$ cat config.mk
export PLATFORM = sky130hd
export DESIGN_NAME = ex_muldiv_ctrl
export DESIGN_NICKNAME = d
export VERILOG_FILES = /design/src/rtl/muldiv_pkg.sv /design/src/rtl/muldiv_iter_dp.sv /design/src/rtl/ex_muldiv_ctrl.sv
export SDC_FILE = /design/constraint.sdc
export NUM_CORES = 1
export LEC_CHECK = 0
export BUFFER_PORTS_ARGS = -buffer_cell sky130_fd_sc_hd__buf_2
export CAP_MARGIN = 5
export CORE_UTILIZATION = 63
export CTS_CLUSTER_SIZE = 30
export DETAILED_ROUTE_END_ITERATION = 12
export GPL_TIMING_DRIVEN = 0
export MAX_ROUTING_LAYER = met4
export PLACE_DENSITY = 0.83
export SETUP_SLACK_MARGIN = 0.3
export SLEW_MARGIN = 20
export SYNTH_ARGS = -nofsm -noshare
export SYNTH_HDL_FRONTEND = slang
export SYNTH_SLANG_ARGS = --single-unit
$ cat constraint.sdc
create_clock -name clk -period 5.4 [get_ports clk]
set_input_delay 1.62 -clock clk [delete_from_list [all_inputs] [get_ports clk]]
set_output_delay 1.62 -clock clk [all_outputs]
set_load 0.02 [all_outputs]
$ cat src/rtl/muldiv_pkg.sv
// Shared definitions for the EX-stage iterative multiply/divide unit.
// Holds the operand width, the M-extension funct3 encodings, the sequencer
// state type and the RISC-V special-case quotient constants.
package muldiv_pkg;

  localparam int unsigned XLEN  = 32;
  localparam int unsigned CNT_W = 5;

  localparam logic [2:0] OP_MUL    = 3'b000;
  localparam logic [2:0] OP_MULH   = 3'b001;
  localparam logic [2:0] OP_MULHSU = 3'b010;
  localparam logic [2:0] OP_MULHU  = 3'b011;
  localparam logic [2:0] OP_DIV    = 3'b100;
  localparam logic [2:0] OP_DIVU   = 3'b101;
  localparam logic [2:0] OP_REM    = 3'b110;
  localparam logic [2:0] OP_REMU   = 3'b111;

  typedef enum logic [1:0] {IDLE, BUSY, FIX, DONE} state_e;

  localparam logic [XLEN-1:0] DIV0_Q = '1;
  localparam logic [XLEN-1:0] OVF_Q  = {1'b1, {(XLEN-1){1'b0}}};

  // funct3[2] separates the divide/remainder group from the multiplies
  function automatic logic is_div_op(input logic [2:0] op);
    return op[2];
  endfunction

endpackage

$ cat src/rtl/muldiv_iter_dp.sv
// Iteration datapath: one shift-add multiply step or one restoring-divide
// step per cycle on unsigned magnitudes.
// Ports: clk, rst (sync, active high); load captures a_mag/b_mag and mode;
// step advances one iteration; acc_hi/acc_lo expose the 2*XLEN accumulator
// (product high/low, or remainder/quotient).
module muldiv_iter_dp
  import muldiv_pkg::*;
(
  input  logic            clk,
  input  logic            rst,
  input  logic            load,
  input  logic            step,
  input  logic            is_div,
  input  logic [XLEN-1:0] a_mag,
  input  logic [XLEN-1:0] b_mag,
  output logic [XLEN-1:0] acc_hi,
  output logic [XLEN-1:0] acc_lo
);

  logic [XLEN-1:0] hi_q, hi_d;
  logic [XLEN-1:0] lo_q, lo_d;
  logic [XLEN-1:0] opnd_q, opnd_d;
  logic            div_q, div_d;
  logic [XLEN:0]   mul_sum;
  logic [XLEN:0]   rem_sh;
  logic [XLEN:0]   rem_diff;

  // lo holds multiplier bits (shifted out) or dividend bits (quotient shifted in)
  always_comb begin
    hi_d     = hi_q;
    lo_d     = lo_q;
    opnd_d   = opnd_q;
    div_d    = div_q;
    mul_sum  = {1'b0, hi_q} + (lo_q[0] ? {1'b0, opnd_q} : '0);
    rem_sh   = {hi_q, lo_q[XLEN-1]};
    rem_diff = rem_sh - {1'b0, opnd_q};
    if (load) begin
      hi_d   = '0;
      lo_d   = a_mag;
      opnd_d = b_mag;
      div_d  = is_div;
    end else if (step) begin
      if (div_q) begin
        // borrow in the top bit means the trial subtract failed: restore
        if (!rem_diff[XLEN]) begin
          hi_d = rem_diff[XLEN-1:0];
          lo_d = {lo_q[XLEN-2:0], 1'b1};
        end else begin
          hi_d = rem_sh[XLEN-1:0];
          lo_d = {lo_q[XLEN-2:0], 1'b0};
        end
      end else begin
        hi_d = mul_sum[XLEN:1];
        lo_d = {mul_sum[0], lo_q[XLEN-1:1]};
      end
    end
  end

  always_ff @(posedge clk) begin
    if (rst) begin
      hi_q   <= '0;
      lo_q   <= '0;
      opnd_q <= '0;
      div_q  <= 1'b0;
    end else begin
      hi_q   <= hi_d;
      lo_q   <= lo_d;
      opnd_q <= opnd_d;
      div_q  <= div_d;
    end
  end

  assign acc_hi = hi_q;
  assign acc_lo = lo_q;

endmodule

$ cat src/rtl/ex_muldiv_ctrl.sv
// EX-stage multiply/divide sequencer: accepts an M-extension op, runs XLEN
// iterations in muldiv_iter_dp, applies sign correction and RISC-V special
// cases, and stalls the front of the pipe until the result is ready.
// Ports: clk, rst (sync, active high); start_e/op_e/a_e/b_e from EX;
// flush_e aborts; stall_req to hazard unit; done/result valid one cycle.
module ex_muldiv_ctrl
  import muldiv_pkg::*;
(
  input  logic            clk,
  input  logic            rst,
  input  logic            start_e,
  input  logic [2:0]      op_e,
  input  logic [XLEN-1:0] a_e,
  input  logic [XLEN-1:0] b_e,
  input  logic            flush_e,
  output logic            stall_req,
  output logic            done,
  output logic [XLEN-1:0] result
);

  state_e             state_q, state_d;
  logic [CNT_W-1:0]   cnt_q, cnt_d;
  logic [2:0]         op_q, op_d;
  logic               neg_q, neg_d;
  logic [XLEN-1:0]    result_q, result_d;

  logic               a_neg, b_neg, res_neg;
  logic [XLEN-1:0]    a_mag, b_mag;
  logic               div0, ovf, special;
  logic [XLEN-1:0]    special_res;
  logic               dp_load, dp_step;
  logic [XLEN-1:0]    dp_hi, dp_lo;
  logic [2*XLEN-1:0]  prod_fix;
  logic [XLEN-1:0]    div_sel, fix_res;

  // Operand signedness, magnitudes, result sign and special-case detection
  always_comb begin
    a_neg   = a_e[XLEN-1] & ((op_e == OP_MULH) | (op_e == OP_MULHSU) |
                             (op_e == OP_DIV)  | (op_e == OP_REM));
    b_neg   = b_e[XLEN-1] & ((op_e == OP_MULH) | (op_e == OP_DIV) |
                             (op_e == OP_REM));
    a_mag   = a_neg ? -a_e : a_e;
    b_mag   = b_neg ? -b_e : b_e;
    // remainder follows the dividend; product/quotient follow the xor
    res_neg = (op_e == OP_REM) | (op_e == OP_MULHSU) ? a_neg : (a_neg ^ b_neg);
    div0    = is_div_op(op_e) & (b_e == '0);
    // funct3[0] clear in the divide group means signed
    ovf     = is_div_op(op_e) & ~op_e[0] & (a_e == OVF_Q) & (b_e == '1);
    special = div0 | ovf;
    if (div0) special_res = op_e[1] ? a_e : DIV0_Q;
    else      special_res = op_e[1] ? '0  : OVF_Q;
  end

  // Sign correction and half/quotient/remainder selection for FIX
  always_comb begin
    prod_fix = neg_q ? -{dp_hi, dp_lo} : {dp_hi, dp_lo};
    div_sel  = op_q[1] ? dp_hi : dp_lo;
    if (is_div_op(op_q))     fix_res = neg_q ? -div_sel : div_sel;
    else if (op_q == OP_MUL) fix_res = prod_fix[XLEN-1:0];
    else                     fix_res = prod_fix[2*XLEN-1:XLEN];
  end

  // Next-state logic
  always_comb begin
    state_d  = state_q;
    cnt_d    = cnt_q;
    op_d     = op_q;
    neg_d    = neg_q;
    result_d = result_q;
    dp_load  = 1'b0;
    dp_step  = 1'b0;
    unique case (state_q)
      IDLE: begin
        if (start_e) begin
          if (special) begin
            result_d = special_res;
            state_d  = DONE;
          end else begin
            dp_load = 1'b1;
            cnt_d   = '0;
            op_d    = op_e;
            neg_d   = res_neg;
            state_d = BUSY;
          end
        end
      end
      BUSY: begin
        if (!start_e) begin
          state_d = IDLE;
        end else begin
          dp_step = 1'b1;
          cnt_d   = CNT_W'(cnt_q + 1'b1);
          if (cnt_q == CNT_W'(XLEN - 1)) state_d = FIX;
        end
      end
      FIX: begin
        if (!start_e) begin
          state_d = IDLE;
        end else begin
          result_d = fix_res;
          state_d  = DONE;
        end
      end
      DONE:    state_d = IDLE;
      default: state_d = IDLE;
    endcase
    // flush beats any start or progress
    if (flush_e) begin
      state_d  = IDLE;
      dp_load  = 1'b0;
      dp_step  = 1'b0;
      result_d = result_q;
    end
  end

  always_ff @(posedge clk) begin
    if (rst) begin
      state_q  <= IDLE;
      cnt_q    <= '0;
      op_q     <= OP_MUL;
      neg_q    <= 1'b0;
      result_q <= '0;
    end else begin
      state_q  <= state_d;
      cnt_q    <= cnt_d;
      op_q     <= op_d;
      neg_q    <= neg_d;
      result_q <= result_d;
    end
  end

  muldiv_iter_dp u_dp (
    .clk    (clk),
    .rst    (rst),
    .load   (dp_load),
    .step   (dp_step),
    .is_div (is_div_op(op_e)),
    .a_mag  (a_mag),
    .b_mag  (b_mag),
    .acc_hi (dp_hi),
    .acc_lo (dp_lo)
  );

  // stall is combinational so the first EX cycle already holds the pipe
  assign stall_req = start_e & (state_q != DONE) & ~flush_e;
  assign done      = (state_q == DONE);
  assign result    = result_q;

endmodule

==> summary.txt <==
Clock tree
  – # H-tree levels: 4
  – Clock latency on the worst-skew pair: 460 ps
  – Clock sinks: between 100 and 150
  – Post-CTS Hold Fix Bufs: 0
  – Clk root buf: clkbuf_16
  – CTS tree: yes
  – Num CTS Buffers: 17
  – Clock Pin Slew Worst Setup and Hold Paths: ~60 ps
  – CTS Buffer Depth: 2

Route
  – Drt wl/cell: approximately 27 um
  – DR DRC count: 0
  – Post-route ant nets: 0
  – Vias per cell: 7.33
  – DRT Pass-1 Iters: 8
  – DR vias: approximately 18000
  – WL final: approximately 67000 um
  – Number of DRC markers in iteration 0: around 3200

Floorplan
  – Chip Height: 155 um
  – Die ar.: approximately 24000 um2
  – # rows: 55
  – IO Pins: around 110
  – Die Wd: approximately 160 um
  – Initial Utilization: 64.8%
  – Core area: roughly 23000 um2

Placement
  – Port Buffers: just over 100
  – Post-Place Cells: roughly 2500
  – Gp weighted congestion: 1.18
  – Hpwl dp: roughly 50000 um
  – Pre-CTS setup slack: -383 ps

Worst setup path
  – Critical path launch point type: input pin
  – Critical Path Fanout Max: 10
  – RR Endpoint: result[28]
  – Launch point of the worst reg-to-reg path: op_q[1]
  – Reg2Reg Setup Slack: 410 ps
  – Critical Path End: result[27]
  – CP endpoint kind: register
  – Worst Path Arrival: 5380 ps
  – WS Path Type: input pin to register
  – Worst Setup SP: b_e[0]
  – Reg2Reg Depth: 14
  – Required time worst endpoint: 5710 ps

Logic synthesis
  – Unique masters post-synth: 81
  – Synthesized instance count: a little over 2000
  – Syn Nets: around 2200
  – Post-synth top area share: 18.9%
  – Register area share after synthesis: a little under a fifth
  – Most common cell in the netlist: nor2_1
  – Yosys reg bits: 140
  – Avg Inst Size Synth: between 7 and 8 um2
  – Most instantiated cells after synthesis: nor2_1, a21oi_1, clkbuf_1
  – Largest area contributor in the netlist: dfxtp_1
  – Post-synth EDFFs: 0
  – Cell area after synthesis: about 15000 um2
  – Synth area leaders: dfxtp_1, xnor2_1, ha_1
  – FFs w/ async S/R, synth: 0%
  – Yosys warnings: 0
  – Post-synth top flop: dfxtp_1

Power
  – Clock power frac: 35.9%
  – Sequential Power Share: 31.4%
  – Switching pwr: 1.36 mW
  – Leakage: 6.36 nW
  – Comb power frac: roughly a third
  – Pint: about 2.1 mW
  – Net Sw Frac: between 30% and 40%
  – Power Density: 213 nW/um2
  – VDD IR max: about 190 uV

STA
  – Worst slew pin tran: approximately 1300 ps
  – Clk_skew: 14.0 ps
  – RSZ-0062 raised after global routing: false
  – Final hold vios: 0
  – Tmin final: roughly 5100 ps
  – Worst Setup Slack, final: roughly 330 ps
  – Fmax achieved: between 0.15 and 0.2 GHz
  – Finish-stage setup viols: 0
  – Final period utilization: between 90% and 100%
  – Final hold slack: 457 ps
  – Max_slew headroom: around an eighth
  – Setup TNS after final layout: 0 ps
  – Fin. max-slew vios: 0

Cells and area
  – Fillers: between 1500 and 2000
  – Cell Count, Final, Fillers Out: around 2500
  – Share of cells above drive strength 1: under 10%
  – Area delta synth->final: 10.9%
  – Reg area: around 2800 um2
  – Final net count: 2320
  – Area of the multi-input gates: 11200 um2

Global routing
  – GRT Total Usage: 57.0%
  – Number of global-route vias before repair: around 17000
  – Antenna violations before repair: 4
  – First-pass GRT wire length: approximately 100000 um
  – Largest net degree at the start of global routing: 17
  – GRT Residual Overflow: 0

Min path
  – Hold path startpoint: result[31]
  – Min-Delay Path Class: register to register

Flow run
  – Max Cap Viol: 0

Status
  – Status: complete, no violations
-- state kept, by name (all words and copies together) (netlist names), 2 cells and up --
signal       flops
cnt_q            5
op_q             3
result          32
state_q          2
u_dp.acc_hi     32
u_dp.acc_lo     32
u_dp.opnd_q     32
-- metrics by stage --
step	cell area, um2	util [%]	total power [mW]
floorplan	14800	-	1.84
global placement	15700	68.8	2.16
detailed placement	15700	68.8	2.18
CTS	16300	71.4	3.38
global route	16400	71.9	3.56
finish	16400	71.9	3.50
-- timing repair --
action | 4_1_cts | 5_1_grt
setup buffers | 0 | 2
pin swaps | 0 | 2
endpoints found under the setup margin | 19 | 116
resized for setup | 6 | 18
-- per-layer routing --
layer | GRT usage, % | wire length, um | up-vias
met5 | - | 0 | -
met4 | 46.1 | 7080 | 0
met3 | 23.2 | 10200 | 543
met2 | 80.3 | 27100 | 1755
met1 | 63.3 | 22300 | 8266
li1 | - | - | 7803
-- power groups by stage --
stage / clock [mW] / sequential (mW) / combinational, mW
after floorplan: 0 / 1.11 / 0.728
after global placement: 0 / 1.12 / 1.05
after detailed placement: 0 / 1.12 / 1.06
after CTS: 1.22 / 1.09 / 1.07
after global routing: 1.26 / 1.10 / 1.19
final: 1.26 / 1.10 / 1.14
-- final cells by class --
class,instances,area share (%)
plain buffers,163,3.96
repair buffers,106,3.27
diodes,4,0.0609
inverters,69,1.58
multi-input cells,1679,68.1
flip-flops and latches,140,17.1
clock buffers,19,2.64
well taps,313,2.38
clock inverters,13,0.944
-- cell usage in the layout (no fill, tap or decap), drive strengths merged, types with 19 or more instances in the layout --
| cell type | instances |
|---|---|
| dfxtp | 140 |
| buf | 124 |
| nor3 | 77 |
| nand4 | 26 |
| xor2 | 90 |
| a21o | 26 |
| nor2 | 234 |
| mux2i | 71 |
| o21ai | 138 |
| a31oi | 20 |
| nand3 | 33 |
| a211oi | 89 |
| o211ai | 22 |
| clkbuf | 164 |
| o22ai | 33 |
| or4 | 20 |
| mux2 | 20 |
| xnor2 | 104 |
| inv | 74 |
| nand2 | 131 |
| or3 | 31 |
| nand2b | 21 |
| nor4 | 19 |
| o31ai | 44 |
| ha | 71 |
| a21oi | 153 |
-- worst min path at each step --
stage / cells past startpoint / to / slack [ps]
floorplan: 2 / u_dp.opnd_q[20] / 430
CTS: 2 / u_dp.opnd_q[27] / 460
finish: 2 / result[31] / 460
detailed placement: 2 / u_dp.opnd_q[27] / 450
global route: 2 / u_dp.opnd_q[20] / 490
global placement: 2 / result[8] / 440
-- worst max-delay path: stages --
cell and delay, ps:
buf_2 130, inv_1 80, ha_1 180, or3b_2 510
nor4b_4 440, and4_1 330, o2bb2ai_1 170, or2_2 150
clkbuf_1 220, nand2_1 430, clkbuf_1 490, nor3_2 510
nor3_1 100
-- cell families after synthesis --
logic type	Yosys count	synth area share, %
flops	140	18.9
compound gates	643	28.4
buf+inv	232	6.06
fa+ha+maj	73	6.27
mux	91	6.32
xor+xnor	194	11.5
simple gates	678	22.5
(Power assumes the default switching activity.)
